### src/rtl/relay_link_arbiter_pkg.sv
// relay_link_arbiter_pkg: shared relay-path encodings and default timing constants
package relay_link_arbiter_pkg;
  typedef enum logic [1:0] {
    IDLE  = 2'd0,
    GRANT = 2'd1,
    GUARD = 2'd2
  } state_e;
  localparam logic DIR_A = 1'b0;
  localparam logic DIR_B = 1'b1;
  localparam int HOLD_CYCLES_DEF  = 64;
  localparam int GUARD_CYCLES_DEF = 16;
  localparam int MAX_GRANT_DEF    = 4096;
endpackage

### src/rtl/relay_rr_pick.sv
// relay_rr_pick: two-way round-robin picker, a tie goes to the side not served last
module relay_rr_pick
  import relay_link_arbiter_pkg::*;
(
  input  logic req_a,
  input  logic req_b,
  input  logic last_served,
  output logic grant_valid,
  output logic winner
);
  assign grant_valid = req_a | req_b;
  assign winner      = (req_a & req_b) ? ~last_served : (req_b ? DIR_B : DIR_A);
endmodule

### src/rtl/relay_link_arbiter.sv
// relay_link_arbiter: half-duplex arbiter sharing one relay encoder between reader and tag sides
module relay_link_arbiter
  import relay_link_arbiter_pkg::*;
#(
  parameter int HOLD_CYCLES  = HOLD_CYCLES_DEF,
  parameter int GUARD_CYCLES = GUARD_CYCLES_DEF,
  parameter int MAX_GRANT    = MAX_GRANT_DEF
) (
  input  logic clk,
  input  logic reset,
  input  logic enable,
  input  logic data_a,
  input  logic data_b,
  output logic enc_data,
  output logic enc_reset,
  output logic dir,
  output logic busy,
  output logic timeout
);
  localparam int HW = $clog2(HOLD_CYCLES + 1);
  localparam int DW = $clog2(GUARD_CYCLES + 1);
  localparam int GW = $clog2(MAX_GRANT + 1);
  state_e state_q, state_d;
  logic dir_q, dir_d, last_q, last_d;
  logic enc_data_q, enc_data_d, enc_reset_q, enc_reset_d;
  logic busy_q, busy_d, timeout_q, timeout_d;
  logic [HW-1:0] hold_q, hold_d;
  logic [DW-1:0] guard_q, guard_d;
  logic [GW-1:0] grant_q, grant_d;
  logic grant_valid, winner, bit_in, at_max, exit_grant;
  relay_rr_pick u_pick (
    .req_a      (enable & data_a),
    .req_b      (enable & data_b),
    .last_served(last_q),
    .grant_valid(grant_valid),
    .winner     (winner)
  );
  assign bit_in     = dir_q ? data_b : data_a;
  assign at_max     = grant_q == GW'(MAX_GRANT);
  assign exit_grant = !enable || at_max || (hold_q == HW'(1) && !bit_in);
  // Next-state, counter and output computation; encoder defaults to reset and zero data
  always_comb begin
    state_d     = state_q;
    dir_d       = dir_q;
    last_d      = last_q;
    hold_d      = hold_q;
    guard_d     = guard_q;
    grant_d     = grant_q;
    enc_reset_d = 1'b1;
    enc_data_d  = 1'b0;
    timeout_d   = 1'b0;
    case (state_q)
      IDLE: if (grant_valid) begin
        state_d     = GRANT;
        dir_d       = winner;
        last_d      = winner;
        enc_reset_d = 1'b0;
        enc_data_d  = 1'b1;
        hold_d      = HW'(HOLD_CYCLES);
        grant_d     = GW'(1);
      end
      GRANT: if (exit_grant) begin
        state_d   = GUARD;
        timeout_d = enable && at_max;
        guard_d   = DW'(GUARD_CYCLES);
      end else begin
        enc_reset_d = 1'b0;
        enc_data_d  = bit_in;
        hold_d      = bit_in ? HW'(HOLD_CYCLES) : (hold_q == '0 ? '0 : hold_q - HW'(1));
        grant_d     = grant_q + GW'(1);
      end
      GUARD: begin
        guard_d = guard_q - DW'(1);
        state_d = guard_q == DW'(1) ? IDLE : GUARD;
      end
      default: state_d = IDLE;
    endcase
    busy_d = state_d != IDLE;
  end
  // State and output registers; reset leaves A winning the first tie
  always_ff @(posedge clk or negedge reset) begin
    if (!reset) begin
      state_q     <= IDLE;
      dir_q       <= DIR_A;
      last_q      <= DIR_B;
      hold_q      <= '0;
      guard_q     <= '0;
      grant_q     <= '0;
      enc_data_q  <= 1'b0;
      enc_reset_q <= 1'b1;
      busy_q      <= 1'b0;
      timeout_q   <= 1'b0;
    end else begin
      state_q     <= state_d;
      dir_q       <= dir_d;
      last_q      <= last_d;
      hold_q      <= hold_d;
      guard_q     <= guard_d;
      grant_q     <= grant_d;
      enc_data_q  <= enc_data_d;
      enc_reset_q <= enc_reset_d;
      busy_q      <= busy_d;
      timeout_q   <= timeout_d;
    end
  end
  // Flag illegal parameter values during simulation
  always @(posedge clk) begin
    assert (HOLD_CYCLES >= 2 && GUARD_CYCLES >= 2 && MAX_GRANT >= 2)
      else $error("relay_link_arbiter: all parameters must be >= 2");
  end
  assign enc_data  = enc_data_q;
  assign enc_reset = enc_reset_q;
  assign dir       = dir_q;
  assign busy      = busy_q;
  assign timeout   = timeout_q;
endmodule
### config.mk
export PLATFORM = sky130hd
export DESIGN_NAME = relay_link_arbiter
export DESIGN_NICKNAME = d
export VERILOG_FILES = /design/src/rtl/relay_link_arbiter_pkg.sv /design/src/rtl/relay_rr_pick.sv /design/src/rtl/relay_link_arbiter.sv
export SDC_FILE = /design/constraint.sdc
export NUM_CORES = 1
export LEC_CHECK = 0
export ABC_AREA = 1
export BUFFER_PORTS_ARGS = -buffer_cell sky130_fd_sc_hd__buf_4
export CAP_MARGIN = 40
export CORE_ASPECT_RATIO = 1.4
export CORE_MARGIN = 1.5
export CORE_UTILIZATION = 50
export DETAILED_ROUTE_END_ITERATION = 7
export PLACE_DENSITY = 0.77
export SETUP_SLACK_MARGIN = 0.2
export SYNTH_ARGS = -nofsm -noshare
export SYNTH_HDL_FRONTEND = slang
export SYNTH_SLANG_ARGS = --single-unit
### constraint.sdc
create_clock -name clk -period 2.5 [get_ports clk]
set_input_delay 0.25 -clock clk [delete_from_list [all_inputs] [get_ports clk]]
set_output_delay 0.25 -clock clk [all_outputs]
set_load 0.05 [all_outputs]
[Yosys cells after proc, flatten, opt, wreduce, memory -nomap -nowiden]
Index checks and enable logic that the tools add are counted.
Cells by class
  add/subtract/negate cells: 3
  equal/unequal tests: 8
  multiplexer cells: 25
  bitwise gates (word level): 5
  reductions and logical operators: 14
Operators with widths (count)
  two-way mux 7 bit: 4
  two-way mux 13 bit: 2
  case mux 13 bit (2 select lines): 1
  case mux 7 bit (2 select lines): 1
  adder 13 x 1 -> 13 bit, second input constant: 1
  == test 13 bit, second input constant: 1
  case mux 5 bit (2 select lines): 1
  two-way mux 1 bit: 9
  == test 7 x 1 -> 1 bit, second input constant: 1
  zero test 7 bit: 1
  subtractor 7 x 1 -> 7 bit, second input constant: 1
  two-way mux 2 bit: 3
  != test 2 bit, second input constant: 3
  case mux 2 bit (3 select lines): 1
  nonzero test 2 bit: 3
  == test 5 x 1 -> 1 bit, second input constant: 1
  two-way mux 5 bit: 1
  subtractor 5 x 1 -> 5 bit, second input constant: 1
  case mux 1 bit (2 select lines): 2
  AND reduction 2 bit: 2
  AND 1 bit: 3
  AND reduction 3 bit: 1
  == test 2 x 1 -> 1 bit, second input constant: 1
  == test 2 bit, second input constant: 1
  other kinds (6): 9
Storage, ports and cells
  register bits: 33
  input port bits: 5
  word-level logic and storage cells: 65

[Depth between registers and ports, before layout]
Gate-level depths: netlist (run 1).
  depth in word-level cells: 7
  depth in mapped cells: 10

[By module]
From an unflattened synthesis (run 1), not the netlist that was laid out.
Second synthesis, totals
  cells, all modules: 304
  area, all modules: 2108.3 um^2
By module, submodules not included
  relay_link_arbiter: times used 1, cells each 301, area each 2093.3 um^2, sequential area each 828.3 um^2
  relay_rr_pick: times used 1, cells each 3, area each 15.0 um^2, sequential area each 0.0 um^2

[Worst setup path after synthesis (run 1)]
No wires, ideal clock.
  path kind: register to register
  start: reg dir_q (netlist: dir)
  end: reg grant_q[10]
  library setup time: 0.117 ns
  arrival: 1.462 ns
  slack: 0.921 ns
  cell stages (with the launch flop): 11
  path through: dfrtp_1 -> inv_1 -> nand2_1 -> nand2_1 -> nor2_1 -> nand2_2 -> nand4_4 -> nand2_4 -> buf_6 -> nand2_1 -> nand2_1
On the way
  cells in the longest elaborated chain, start to end: 6
RTL lines
  start: declaration: RTL line relay_link_arbiter.sv:24  | logic dir_q, dir_d, last_q, last_d;
  start signal: assignment: RTL line relay_link_arbiter.sv:95  | dir_q <= dir_d;
  two-way mux 1 bit: RTL line relay_link_arbiter.sv:38  | assign bit_in = dir_q ? data_b : data_a;
  zero test 1 bit: RTL line relay_link_arbiter.sv:40  | assign exit_grant = !enable || at_max || (hold_q == HW'(1) && !bit_in);
  logical AND 1 bit: RTL line relay_link_arbiter.sv:40
  logical OR 1 bit: RTL line relay_link_arbiter.sv:40
  != test 2 bit (no line)
  AND reduction 3 bit (no line)
  end signal: assignment: RTL line relay_link_arbiter.sv:99  | grant_q <= grant_d;
  end: declaration: RTL line relay_link_arbiter.sv:29  | logic [GW-1:0] grant_q, grant_d;
Every way passes these cells.
A chain may end at the register's enable or synchronous reset.

[Final worst setup path (run 1)]
  start: reg grant_q[0]
  end: reg grant_q[12]
On the way
  cells in the longest elaborated chain, start to end: 5
  elaborated cells on any way between the ends: 8
  those cells by class: 1 x add/sub; 2 x eq/ne; 2 x mux; 3 x reduce/logical
RTL lines
  branches (longest 5 deep; another with adder 13 x 1 -> 13 bit)
Several ways; the timed one is not identified. The select of a mux whose other input is x is not followed.

==> impl_metrics.ini, run 1 <==
[cts]
worstSkewPairLatency_ns = 0.29
cts_resized = 0
path_clk_slew_ns = 0.07
cts_made_buffers = 5
cts_tree = done
cts_setup_buffers = 0
cts_sinks = 33
ctsHoldBuffers = 1
clk_path_buf_depth = 2
clock-root-buffer = clkbuf_8
htreeDepth = 2

[placed_design]
placedInstanceArea_um2 = 2150
port_buffers = 9
place_congestion = 0.897
pre_cts_ws_ns = 0.716
dp_cells = 341
hpwl_um = 2880

[cells_and_area]
multiInputGateArea_um2 = 1050
stdcell_count = 350
drive_gt1_share_pct = 9.77
antennaDiodeCount = 0
area_growth_pct = 7.88
seq_area_um2 = 828
fillers = 383
stdcell_area_um2 = 2240
final_nets = 318

[timing]
fin_crit_sh_pct = 71.6
fin_skew_ns = 0.00479
tightest_slew_ns = 0.419
hold_viol = 0
max_slew_margin_pct = 72.1
layout_setup_ws_ns = 0.709
rsz0062_at_grt = no
slew_viol_final = 0
fmax_mhz = 558
layout_min_cycle_time_ns = 1.79
setup_tns_ns = 0
setup_viol = 0

[grt]
grt_pass1_vias = 1795
grt_max_degree = 34
antenna_found_initial = 0
grt_remaining_overflow = 0
grt_usage_pct = 21.2
grt_pass1_wl_um = 7530

[floorplanning]
ioPinCount = 10
fp.dieH_um = 79.3
die_w_um = 57.5
fp-row-count = 27
dieArea_um2 = 4560
initial_core_util_pct = 52.6
core_um2 = 3950

[routing]
drc = 0
wl_per_cell_um = 11.8
vias = 1836
dr.pass1.iters = 4
ant_nets = 0
wl_um = 4130
drtIter0Drc = 73
routed_via_density = 5.25

[power]
ir_worst_vdd_uv = 734
power.density_nw_per_um2 = 1110
finalPower_w = 0.00250
power.leakage_nw = 1.16

[synthesis]
yosysTopAreaCell = dfrtp_1
syn-num-nets = 308
synth_common_cells = nand2_1, nand3_1, nor2_1, inv_1, dfrtp_1
syn_inst = 296
ys_top_cells_by_area = dfrtp_1, nand2_1, nand3_1
syn-cell-area_um2 = 2080
synthMostInstantiatedCell = nand2_1
synth_area_per_cell_um2 = 7.03
synth_flop_cell = dfrtp_1
synthDistinctLibCells = 28
synth-seq-area-share_pct = 39.8
synth_top_area_share_pct = 37.3
synth-seq-cells = 33
synth-edff-count = 0
yosysWarningCount = 0
synthArstFlopShare_pct = 100

[setup_path]
r2r_slack_ns = 0.71
critical_path.max_fanout = 23
start_kind = register
crit_type = register to register
worstSetupEndpointType = register
cp.required_ns = 2.72
arrival_ns = 2.02

[worst_hold_path]
min_path_type = input pin to register

[run]
cap_violations = 0

[outcome]
status = finished, final reports clean
==> kinds of logic (layout without fill, tap and decap cells) <==
group                      Yosys count  in the layout  share of synthesized area [%]
AOI/OAI and AO/OA                    8              8                           2.10
buffers and inverters               47             58                           9.62
adders and majority gates            7              7                           4.21
DFF                                 33             33                           39.8
xor gates and xnor gates             9              9                           3.79
and+or+nand+nor                    192            192                           40.5
==> report_power, final <==
group          switching [W]  total (W)  leakage (nW)  internal [W]
clock network       0.000192   0.000385        0.0450      0.000193
registers           0.000146   0.000851         0.431      0.000704
logic               0.000846    0.00127         0.680      0.000421
==> path summary, 6_finish.rpt <==
path / from / endpoint / depth (start not counted)
setup / recovery: grant_q[0] / grant_q[12] / 9
hold / removal: data_b / last_q / 3
setup reg to reg: grant_q[0] / grant_q[12] / 9
hold reg to reg: last_q / last_q / 2
max in group asynchronous: reset / enc_reset / 2
min in group asynchronous: reset / grant_q[7] / 2
==> per-layer routing <==
metal	vias to the layer above	part of all wire [%]	global-route usage, %
met5	-	0	0
met4	0	2.2	9.30
met3	9	3.2	4.40
met2	31	49	36.0
met1	854	45	25.4
li1	942	-	-
==> placed cells by master, fill, tap and decap left out, drive strengths merged <==
| cell | n |
|---|---|
| buf | 9 |
| xnor2 | 2 |
| or2 | 1 |
| dlygate4sd3 | 1 |
| clkinv | 2 |
| nor3 | 3 |
| a31oi | 1 |
| clkbuf | 6 |
| nor2 | 40 |
| nand2 | 99 |
| xor2 | 7 |
| nand4 | 9 |
| o21ai | 5 |
| dfrtp | 31 |
| inv | 40 |
| dfstp | 2 |
| ha | 7 |
| a21oi | 1 |
| nand3 | 40 |
| a22oi | 1 |
==> critical path, stage by stage, from the launching register on <==
cell	delay, ns
dfrtp_1	0.43
inv_1	0.06
ha_1	0.19
nand2_1	0.06
nor2_1	0.05
nand3_2	0.10
nand4_4	0.31
nand2_4	0.35
nand2_1	0.09
nand2_1	0.07
==> state kept, by name (all words and copies together) (netlist names) <==
signal / flops
hold_q: 7
enc_data: 1
last_q: 1
timeout: 1
busy: 1
grant_q: 13
guard_q: 5
state_q: 2
enc_reset: 1
dir: 1
==> per-stage QoR <==
| stage | hold slack, ns | util, % |
|---|---|---|
| global placement | 0.217 | 54.4 |
| CTS | 0.210 | 56.8 |
| global route | 0.243 | 56.8 |
| floorplan | -0.0456 | - |
| finish | 0.215 | 56.8 |
| detailed placement | 0.218 | 54.4 |
==> layout make-up <==
type,instances,area share [%]
Multi-Input combinational cell,216,46.9
Clock inverter,2,0.446
Timing Repair Buffer,10,3.46
Clock buffer,6,3.23
Tap cell,43,2.40
Sequential cell,33,36.9
Inverter,40,6.69
No activity file was read; power rests on OpenSTA's default activity.
==> run 2: changes to the inputs <==
--- a/config.mk
+++ b/config.mk
@@ -12,7 +12,7 @@
 export CORE_MARGIN = 1.5
 export CORE_UTILIZATION = 50
 export DETAILED_ROUTE_END_ITERATION = 7
-export PLACE_DENSITY = 0.77
+export PLACE_DENSITY = 0.8
 export SETUP_SLACK_MARGIN = 0.2
 export SYNTH_ARGS = -nofsm -noshare
 export SYNTH_HDL_FRONTEND = slang
==> constraint.sdc (replaced) <==
create_clock -name clk -period 1.5 [get_ports clk]
set_input_delay 0.15 -clock clk [delete_from_list [all_inputs] [get_ports clk]]
set_output_delay 0.15 -clock clk [all_outputs]
set_load 0.05 [all_outputs]
==> run 2 against run 1 <==
Register-to-register slack got worse by 0.68 ns. Non-clock buffer count increased by 18. Sequential power grew 63%. First-iteration DRC count fell by 6.8%. Sequential share of layout area down 2.7 points. Hold slack lost 0.092 ns. Clock skew is 0.0099 ns higher. Clock-buffer cell count increased by 2. Core utilization grew 4.7 points. Total power rose by 78%. Critical path type unchanged. Critical endpoint is now grant_q[2]. Highest routed layer unchanged.
==> impl_metrics.ini, run 2 (synthesis gave the netlist of run 1 again) <==
[routing]
dr.pass1.iters = 4
wl_per_cell_um = 12.9
drc = 0
ant_nets = 0
wl_um = 4730
vias = 1960
routed_via_density = 5.33
drtIter0Drc = 68

[floorplanning]
ioPinCount = 10
initial_core_util_pct = 52.6
core_um2 = 3950
fp.dieH_um = 79.3
fp-row-count = 27
die_w_um = 57.5
dieArea_um2 = 4560

[worst_hold_path]
min_path_cells = 3
min_path_type = input pin to register
hold_start = data_b
whs_endpoint = last_q

[timing]
setup_viol = 0
fin_crit_sh_pct = 97.8
max_slew_margin_pct = 71.5
layout_setup_ws_ns = 0.0333
hold_viol = 0
layout_min_cycle_time_ns = 1.47
tightest_slew_ns = 0.428
fmax_mhz = 682
slew_viol_final = 0
fin_skew_ns = 0.0147
rsz0062_at_grt = yes

[cells_and_area]
final_nets = 336
top_regs = grant_q: 13 flops, hold_q: 7 flops, guard_q: 5 flops
fin_util_pct = 61.4
stdcell_area_um2 = 2430
drive_gt1_share_pct = 17.8
layout_common_cells = nand2_1, nand3_1, inv_1
fillers = 333
area_growth_pct = 16.7
layout_commonest_cell = nand2_1
multiInputGateArea_um2 = 1080
antennaDiodeCount = 0
largest_register = grant_q
seq_area_um2 = 830
largest_register_ffs = 13

[cts]
clock-root-buffer = clkbuf_8
cts_made_buffers = 5
htreeDepth = 2
path_clk_slew_ns = 0.06
worstSkewPairLatency_ns = 0.29
clk_path_buf_depth = 2
cts_sinks = 33
cts_tree = done

[power]
power.density_nw_per_um2 = 1840
ir_worst_vdd_uv = 1350
power.leakage_nw = 1.25

[setup_path]
crit_type = register to register
r2r_cells = 9
arrival_ns = 1.64
rr_startpoint = hold_q[1]
reg2reg_to = grant_q[2]
cp.required_ns = 1.67
critical_path.max_fanout = 16
start_kind = register
r2r_slack_ns = 0.03
worstSetupEndpointType = register

[grt]
grt_remaining_overflow = 0
grt_pass1_vias = 1889
grt_max_degree = 34
grt_usage_pct = 22.9
antenna_found_initial = 0
grt_pass1_wl_um = 8140

[placed_design]
port_buffers = 9
placedInstanceArea_um2 = 2270
pre_cts_ws_ns = 0.0516
hpwl_um = 3240
place_congestion = 0.850

[outcome]
status = finished, final reports clean

[run]
cap_violations = 0
-- run 2: cell types whose count changed in the layout (fill, tap and decap cells not counted), sizes merged --
cell / previous run / this run
clkinv: 2 / 0
clkbuf: 6 / 8
buf: 9 / 27
-- run 2: layout make-up --
cell class	count	share of cell area, %
Multi-Input combinational cell	216	44.5
Sequential cell	33	34.2
Timing Repair Buffer	28	9.22
Inverter	40	6.18
Clock buffer	8	3.71
Tap cell	43	2.22
-- run 2: how the worst max path moves through the flow --
| stage | from | end | slack [ns] |
|---|---|---|---|
| detailed placement | grant_q[0] | enc_data | 0.05 |
| global placement | grant_q[0] | grant_q[8] | 0.11 |
| finish | hold_q[1] | grant_q[2] | 0.03 |
| global route | hold_q[1] | grant_q[6] | -0.06 |
| CTS | hold_q[1] | enc_data | 0.07 |
| floorplan | dir | grant_q[10] | 0.13 |
-- run 2: metrics by stage --
stage / hold slack [ns] / std cells / power, W / TNS [ns]
2_1_floorplan: -0.146 / 296 / 0.00313 / 0
3_3_place_gp: 0.124 / 356 / 0.00359 / 0
3_5_place_dp: 0.121 / 356 / 0.00365 / 0
4_1_cts: 0.122 / 367 / 0.00440 / 0
5_1_grt: 0.135 / 368 / 0.00482 / -0.717
6_report: 0.123 / 368 / 0.00446 / 0
-- run 2: power by group --
part	switching, W	internal [W]
clock	0.000321	0.000374
combinational	0.00154	0.000834
sequential	0.000216	0.00118
-- run 2: what timing repair did --
item	4_1_cts	5_1_grt
setup buffers	2	1
hold buffers	1	0
setup endpoints to repair	27	31
gates cloned	0	0
pin swaps	0	2
hold endpoints to repair	31	0
resized for setup	2	9
-- run 2: metal layers --
metal	part of all wire, %	vias up	wire [µm]	global-route usage [%]
met5	0	-	0	0
met4	1.9	0	89	10.9
met3	3.8	9	181	4.23
met2	53	46	2500	40.3
met1	41	923	1960	26.2
li1	-	982	-	-
-- run 2: critical path, cell delays in order (launching register included) --
cell	delay, ns
dfrtp_1	0.39
inv_2	0.06
ha_1	0.18
inv_1	0.07
nor2_2	0.04
nand2_2	0.09
nand4_4	0.17
buf_8	0.21
nand3_1	0.08
nand2_1	0.06
